==> config.mk <==
export PLATFORM = sky130hd
export DESIGN_NAME = countdown_timer
export DESIGN_NICKNAME = d
export VERILOG_FILES = /design/src/rtl/countdown_pkg.sv /design/src/rtl/sat_event_cnt.sv /design/src/rtl/countdown_timer.sv
export SDC_FILE = /design/constraint.sdc
export NUM_CORES = 1
export LEC_CHECK = 0
export ABC_AREA = 1
export ABC_CLOCK_PERIOD_IN_PS = 2120
export BUFFER_PORTS_ARGS = -buffer_cell sky130_fd_sc_hd__buf_2
export CORE_ASPECT_RATIO = 1.1
export CORE_UTILIZATION = 30
export DETAILED_ROUTE_END_ITERATION = 10
export PLACE_DENSITY_LB_ADDON = 0.2
export SYNTH_ARGS = -nofsm -noshare
export SYNTH_HDL_FRONTEND = slang
export SYNTH_SLANG_ARGS = --single-unit
==> constraint.sdc <==
create_clock -name clk -period 2.12 [get_ports clk]
set_input_delay 0.212 -clock clk [delete_from_list [all_inputs] [get_ports clk]]
set_output_delay 0.212 -clock clk [all_outputs]
set_load 0.01 [all_outputs]
==> src/rtl/countdown_pkg.sv <==
// Shared types for the countdown timer and its optional done-event counter.
// Optional event counter is enabled with COUNTDOWN_TIMER_EVT_CNT_EN.
package countdown_pkg;

  typedef enum logic {
    CDT_IDLE = 1'b0,
    CDT_RUN  = 1'b1
  } cdt_state_e;

  localparam int EVT_CNT_W = 8;

endpackage : countdown_pkg

==> src/rtl/sat_event_cnt.sv <==
// Saturating up counter with synchronous clear; a simultaneous clear and
// increment yields 1 so the clearing event itself is still counted.
module sat_event_cnt #(
  parameter int W = 8
) (
  input  logic         clk,
  input  logic         rst,
  input  logic         clr,
  input  logic         inc,
  output logic [W-1:0] cnt
);

  localparam logic [W-1:0] ONE = {{(W-1){1'b0}}, 1'b1};
  localparam logic [W-1:0] MAX = {W{1'b1}};

  logic [W-1:0] r_cnt;

  function automatic logic [W-1:0] sat_inc(input logic [W-1:0] v);
    return (v == MAX) ? v : v + ONE;
  endfunction

  always_ff @(posedge clk) begin
    if (rst) begin
      r_cnt <= '0;
    end else if (clr) begin
      r_cnt <= inc ? ONE : '0;
    end else if (inc) begin
      r_cnt <= sat_inc(r_cnt);
    end
  end

  assign cnt = r_cnt;

endmodule : sat_event_cnt

==> src/rtl/countdown_timer.sv <==
// Loadable N-bit down counter with start/en/stop control, one-cycle done pulse
// and auto-reload; COUNTDOWN_TIMER_EVT_CNT_EN adds a saturating done_cnt output.
module countdown_timer
  import countdown_pkg::*;
#(
  parameter int N = 8
) (
  input  logic                 clk,
  input  logic                 rst,
  input  logic                 load,
  input  logic [N-1:0]         load_val,
  input  logic                 start,
  input  logic                 en,
  input  logic                 stop,
  input  logic                 auto_reload,
  output logic [N-1:0]         q,
  output logic                 busy,
  output logic                 done
`ifdef COUNTDOWN_TIMER_EVT_CNT_EN
  ,
  output logic [EVT_CNT_W-1:0] done_cnt
`endif
);

  localparam logic [N-1:0] ONE = {{(N-1){1'b0}}, 1'b1};

  cdt_state_e   r_state;
  logic [N-1:0] r_q;
  logic [N-1:0] r_reload;
  logic         r_busy;
  logic         r_done;

  logic [N-1:0] w_start_val;
  logic         w_start_go;
  logic         w_zero_start;
  logic         w_terminal;
  logic         w_reload_ok;
  logic         w_done_set;

  // A same-cycle load supplies the start value; otherwise the held count does.
  assign w_start_val  = load ? load_val : r_q;
  assign w_start_go   = (r_state == CDT_IDLE) && start && (w_start_val != '0);
  assign w_zero_start = (r_state == CDT_IDLE) && start && (w_start_val == '0);
  // q <= 1 rather than q == 1 so an unreachable zero in RUN can never wrap.
  assign w_terminal   = (r_state == CDT_RUN) && !stop && en && (r_q <= ONE);
  assign w_reload_ok  = auto_reload && (r_reload != '0);
  assign w_done_set   = w_zero_start || w_terminal;

  always_ff @(posedge clk) begin
    if (rst) begin
      r_state  <= CDT_IDLE;
      r_q      <= '0;
      r_reload <= '0;
      r_busy   <= 1'b0;
      r_done   <= 1'b0;
    end else begin
      r_done <= w_done_set;
      case (r_state)
        CDT_IDLE: begin
          if (load) begin
            r_q      <= load_val;
            r_reload <= load_val;
          end
          if (w_start_go) begin
            r_state <= CDT_RUN;
            r_busy  <= 1'b1;
          end
        end
        CDT_RUN: begin
          if (stop) begin
            r_state <= CDT_IDLE;
            r_busy  <= 1'b0;
          end else if (en) begin
            if (!w_terminal) begin
              r_q <= r_q - ONE;
            end else if (w_reload_ok) begin
              r_q <= r_reload;
            end else begin
              r_q     <= '0;
              r_state <= CDT_IDLE;
              r_busy  <= 1'b0;
            end
          end
        end
        default: begin
          r_state <= CDT_IDLE;
          r_busy  <= 1'b0;
        end
      endcase
    end
  end

  assign q    = r_q;
  assign busy = r_busy;
  assign done = r_done;

`ifdef COUNTDOWN_TIMER_EVT_CNT_EN
  logic w_load_acc;

  assign w_load_acc = (r_state == CDT_IDLE) && load;

  sat_event_cnt #(
    .W (EVT_CNT_W)
  ) u_evt_cnt (
    .clk (clk),
    .rst (rst),
    .clr (w_load_acc),
    .inc (w_done_set),
    .cnt (done_cnt)
  );
`endif

endmodule : countdown_timer

# --- After elaboration in Yosys (flattened, before gate mapping) ---
# Cells that the tools add are included.
classes:
  reduce_logical: 15
  muxes: 18
  shift: 0
  n_bitwise: 1
  n_eq_ne: 6
  add_sub_neg: 1
  n_div: 0
  n_mul: 0
  n_lt_le_gt_ge: 1
ops:
  columns: ["operator", "count"]
  rows:
  - ["two-way mux 8 bit", 5]
  - ["one-hot mux 8 bit (2 select lines)", 1]
  - ["nonzero test 8 bit", 2]
  - ["two-way mux 1 bit", 10]
  - ["<= comparator 8 x 1 -> 1 bit (second input constant)", 1]
  - ["logical NOT 8 bit", 1]
  - ["subtractor 8 x 1 -> 8 bit (second input constant)", 1]
  - ["logical AND 1 bit", 7]
  - ["inequality test 2 bit (second input constant)", 3]
  - ["inequality test 3 bit (second input constant)", 2]
  - ["one-hot mux 1 bit (2 select lines)", 2]
  - ["AND reduction 2 bit", 2]
  - ["AND reduction 4 bit", 1]
  - ["inequality test 3 x 2 -> 1 bit (second input constant)", 1]
  - ["logical NOT 1 bit", 1]
  - ["logical OR 1 bit", 1]
  - ["NOT 1 bit", 1]
totals:
  in_bits: 15
  output_inout_bits: 10
  memories: 0
  ff_bits: 19
  elab_cells: 47
  latchBits: 0
  mem_bits_ro: 0
  ram_bits: 0

# --- Depth between registers and ports, before layout ---
depth:
  word_depth: 8
  ltp_mapped: 10
  ltp_nobuf: 10

# --- Worst setup path after synthesis ---
# OpenSTA, ideal clock, no wires.
synth_timing:
  path_kind: "register -> register"
  startpoint: "reg r_q[0] (netlist: q[0])"
  endpoint: "reg r_busy (netlist: busy)"
  required_ns: 2.006
  path_stages_with_launch: 10
  t_arrival_ns: 1.337
  path_slack_ns: 0.669
  setup_ns: 0.114
  path_buffers: 0
  period_less_slack_ns: 1.451
  cell_sequence: "dfxtp_1 inv_1 ha_1 nor2_1 nor2_2 nand3_4 o21bai_1 nand2_1 nand2_1 nor2_1"
synth_via:
  elab_chain_len: 5
  word_cells_on_any_way: 8
  cone_classes: "1 x order compare; 2 x eq/ne; 1 x mux; 4 x reduce/logical"
synth_lines:
  columns: ["element", "line_no", "text"]
  rows:
  - ["from (decl)", "countdown_timer.sv:28", "logic [N-1:0] r_q;"]
  - ["from (signal assigned)", "countdown_timer.sv:61", "r_q <= load_val;"]
  - ["from (signal assigned)", "countdown_timer.sv:75", "r_q <= r_q - ONE;"]
  - ["from (signal assigned)", "countdown_timer.sv:77", "r_q <= r_reload;"]
  - ["branches (longest 4 deep; another with <= comparator 8 x 1 -> 1 bit)", null, null]
  - ["AND reduction 4 bit (no line) (*)", null, null]
  - ["to (signal assigned)", "countdown_timer.sv:54", "r_busy <= 1'b0;"]
  - ["to (signal assigned)", "countdown_timer.sv:66", "r_busy <= 1'b1;"]
  - ["to (signal assigned)", "countdown_timer.sv:72", "r_busy <= 1'b0;"]
  - ["to (decl)", "countdown_timer.sv:30", "logic r_busy;"]
# Every way passes the cells marked *.
# A chain may end at the register's enable or synchronous reset.

# --- Worst setup path after layout ---
layout_timing:
  startpoint: "reg r_q[0] (netlist: q[0])"
  endpoint: "reg r_q[4] (netlist: q[4])"
layout_via:
  elab_chain_len: 6
  word_cells_on_any_way: 7
  cone_classes: "1 x add/sub; 1 x order compare; 4 x mux; 1 x reduce/logical"
layout_lines:
  columns: ["element", "line_no", "text"]
  rows:
  - ["<= comparator 8 x 1 -> 1 bit", "countdown_timer.sv:45", "assign w_terminal = (r_state == CDT_RUN) && !stop && en && (r_q <= ONE);"]
  - ["logical AND 1 bit", "countdown_timer.sv:45", null]
  - ["two-way mux 8 bit (*)", "countdown_timer.sv:74", "if (!w_terminal) begin"]
  - ["two-way mux 8 bit (*)", "countdown_timer.sv:73", "end else if (en) begin"]
  - ["two-way mux 8 bit (*)", "countdown_timer.sv:70", "if (stop) begin"]
  - ["one-hot mux 8 bit (2 select lines) (*)", "countdown_timer.sv:58", "case (r_state)"]
# Every way passes the cells marked *; elsewhere a longest branch is shown, timed or not. The select of a mux whose other input is x is not followed.

==> impl_metrics.py <==
metrics = {
    "outcome": {
        "status": "finished clean",
    },
    "clocking": {
        "cts_buffers": 3,
        "ctsHoldBuffers": 0,
        "cts_sinks": 19,
        "cts_root_buf": "clkbuf_8",
        "cts_max_level": 1,
        "post_cts_resized": 0,
        "clk_latency_ps": 250,
        "postCtsSetupRepairBufs": 0,
        "cts_tree": "yes",
        "clock_path_buffers": 2,
        "clk_pin_slew_ps": 70,
    },
    "placed_design": {
        "place_hpwl_mm": 2.50,
        "post-place-ws_ps": 543,
        "place_congestion": 0.870,
        "numPortBuffers": 24,
    },
    "die": {
        "dieArea_um2": 4430,
        "fp-row-count": 24,
        "ios": 25,
        "core-area_um2": 3960,
        "start_util": 0.315,
        "fp.dieW_um": 63.5,
        "die-height_um": 69.7,
    },
    "pwr": {
        "pwr-share-seq": 0.447,
        "sw_frac_of_total": 0.340,
        "power.switching_w": 0.000315,
        "power.internal_w": 0.000611,
        "power_density_nw_per_um2": 646,
        "clkPwrFrac": 0.277,
        "vdd_drop_max_mv": 0.298,
        "comb_power_share": 0.276,
        "p_leak_nw": 0.644,
        "fin_total_pwr_w": 0.000926,
    },
    "detailed_routing": {
        "drt_iter0_drc": 76,
        "first_pass_iters": 4,
        "wl_mm": 3.16,
        "wl_per_cell_um": 12.2,
        "drc": 0,
        "drtAntennaViolNets": 0,
        "via_count": 1243,
        "via_per_inst": 4.78,
    },
    "global_route": {
        "grt_max_degree": 26,
        "grt_usage": 0.157,
        "grt_pass1_vias": 1230,
        "grt_overflow_total": 0,
        "grt_pass1_wl_mm": 5.55,
        "antenna_found_initial": 0,
    },
    "timing": {
        "fin_crit_sh": 0.747,
        "rsz0062_at_grt": "false",
        "max_freq_ghz": 0.631,
        "maxSlewViolCount": 0,
        "finalSetupTns_ps": 0,
        "worst_slack_ps": 536,
        "max-slew-margin-rel": 0.551,
        "finalSetupViolCount": 0,
        "skew_ps": 5.41,
        "finalCriticalPeriod_ps": 1580,
        "tightestPinTransition_ps": 668,
        "hold_viol_final": 0,
    },
    "yosys": {
        "postSynthAreaPerCell_um2": 6.72,
        "synth_cells": 186,
        "yosys.cell_types.count": 27,
        "netlist.top_cell.by_area": "dfxtp_1",
        "syn_area_um2": 1250,
        "yosysTopAreaCellShare": 0.304,
        "syn-num-nets": 203,
        "ys_top_cells_by_area": "dfxtp_1 (30%), nand2_1 (13%), a21oi_1 (9.6%), nand3_1 (7.6%), inv_1 (6.0%)",
        "seq_area_frac_synth": 0.304,
        "ys_ff_latch": 19,
        "yosysWarnings": 0,
    },
    "cells_and_area": {
        "finalNetCount": 226,
        "final_core_util": 0.362,
        "fill_cells": 445,
        "syn2layout_area_growth_pct": 14.7,
        "antenna_cells": 0,
        "drive_gt1_frac": 0.207,
    },
    "setup_path": {
        "path_class": "reg -> reg",
        "crit_chain": "inv_1 > ha_1 > nor2_1 > nor2_2 > nand3_4 > nor3_4 > nand2_1 > a21oi_1",
        "crit_slowest_cell": "dfxtp_1",
        "crit_fanout": 10,
        "cpPeakStageDelay_ps": 330,
        "required_ps": 2300,
        "critPathCaptureType": "flop",
        "cp_data_arrival_time_ps": 1770,
        "cp-start-kind": "flop",
    },
    "worst_hold_path": {
        "hold_path.class": "in -> reg",
    },
    "flow_run": {
        "drv_cap": 0,
    },
}
==> power groups by stage <==
stage / sequential (W) / combinational (W) / clock, W
global route: 0.000419 / 0.000297 / 0.000269
global placement: 0.000422 / 0.000258 / 0
finish: 0.000414 / 0.000255 / 0.000257
floorplan: 0.000420 / 0.000193 / 0
detailed placement: 0.000422 / 0.000255 / 0
CTS: 0.000414 / 0.000256 / 0.000259
==> worst paths after layout <==
path / start / endpoint / slack (ps) / cells after the start
worst max-delay path: q[0]$_SDFFE_PP0P_ / q[4]$_SDFFE_PP0P_ / 540 / 8
worst min-delay path: load_val[3] / r_reload[3]$_SDFFE_PP0P_ / 240 / 3
worst max register to register: q[0]$_SDFFE_PP0P_ / q[4]$_SDFFE_PP0P_ / 540 / 8
worst min register to register: busy$_SDFFE_PP0P_ / busy$_SDFFE_PP0P_ / 480 / 2
==> registers in the layout, summed over array words and instances (netlist names) <==
signal    count
busy          1
r_reload      8
r_state       1
q             8
done          1
==> kinds of logic after synthesis <==
family | synth area share
simple gates | 0.346
compound gates | 0.202
buf+inv | 0.106
flops | 0.304
xor+xnor | 0.0210
fa+ha+maj | 0.0200
==> stage by stage <==
stage	cells	instance area [um2]	hold WS, ps
after floorplan	186	1250	281
after global placement	256	1390	465
after detailed placement	256	1390	459
after CTS	260	1430	238
after global routing	260	1430	251
final	260	1430	241
==> cells in the final DEF, fill, tap and decap left out, types with 2 or more instances in the layout <==
| cell | Yosys | layout |
|---|---|---|
| inv_2 | 3 | 3 |
| xor2_1 | 3 | 3 |
| o22ai_1 | 2 | 2 |
| o21ai_1 | 4 | 4 |
| nand3_1 | 19 | 19 |
| ha_1 | 2 | 2 |
| a21oi_1 | 24 | 24 |
| a21oi_2 | 3 | 3 |
| inv_1 | 20 | 20 |
| nand2_4 | 2 | 2 |
| nand2_1 | 44 | 44 |
| o21ai_0 | 4 | 4 |
| clkbuf_8 | 0 | 3 |
| dfxtp_1 | 19 | 19 |
| buf_2 | 1 | 24 |
| nor2_1 | 16 | 16 |
| nor2_2 | 3 | 3 |
| nor3_4 | 2 | 2 |
| o211ai_1 | 4 | 4 |
==> metal layers <==
metal  part of all wire  vias up  global-route usage
li1                   -      652                   -
met1               0.48      550               0.209
met2               0.47       37               0.260
met3              0.044        4              0.0197
met4              0.014        0              0.0505
met5                  0        -                   0
==> cells in the mapped netlist, drive strengths merged <==
| cell | instances |
|---|---|
| a21oi | 27 |
| buf | 5 |
| clkbuf | 1 |
| dfxtp | 19 |
| ha | 2 |
| inv | 23 |
| nand2 | 46 |
| nand3 | 20 |
| nor2 | 20 |
| nor3 | 3 |
| o211ai | 4 |
| o21a | 1 |
| o21ai | 8 |
| o21bai | 1 |
| o221ai | 1 |
| o22ai | 2 |
| xor2 | 3 |
==> cell type report <==
type | instances | area (um2) | share of cell area
Clock buffer | 4 | 45.0 | 0.0314
Inverter | 23 | 86.3 | 0.0602
Multi-Input combinational cell | 138 | 737 | 0.514
Sequential cell | 19 | 380 | 0.265
Tap cell | 52 | 65.1 | 0.0454
Timing Repair Buffer | 24 | 120 | 0.0838
==> critical path: cells and delay by family (launching register included) <==
family / cells / cell delay (ps)
simple gates: 5 / 700
compound gates: 1 / 140
buf+inv: 1 / 110
fa+ha+maj: 1 / 210
flops: 1 / 330
Power figures use the tool's default switching activity.
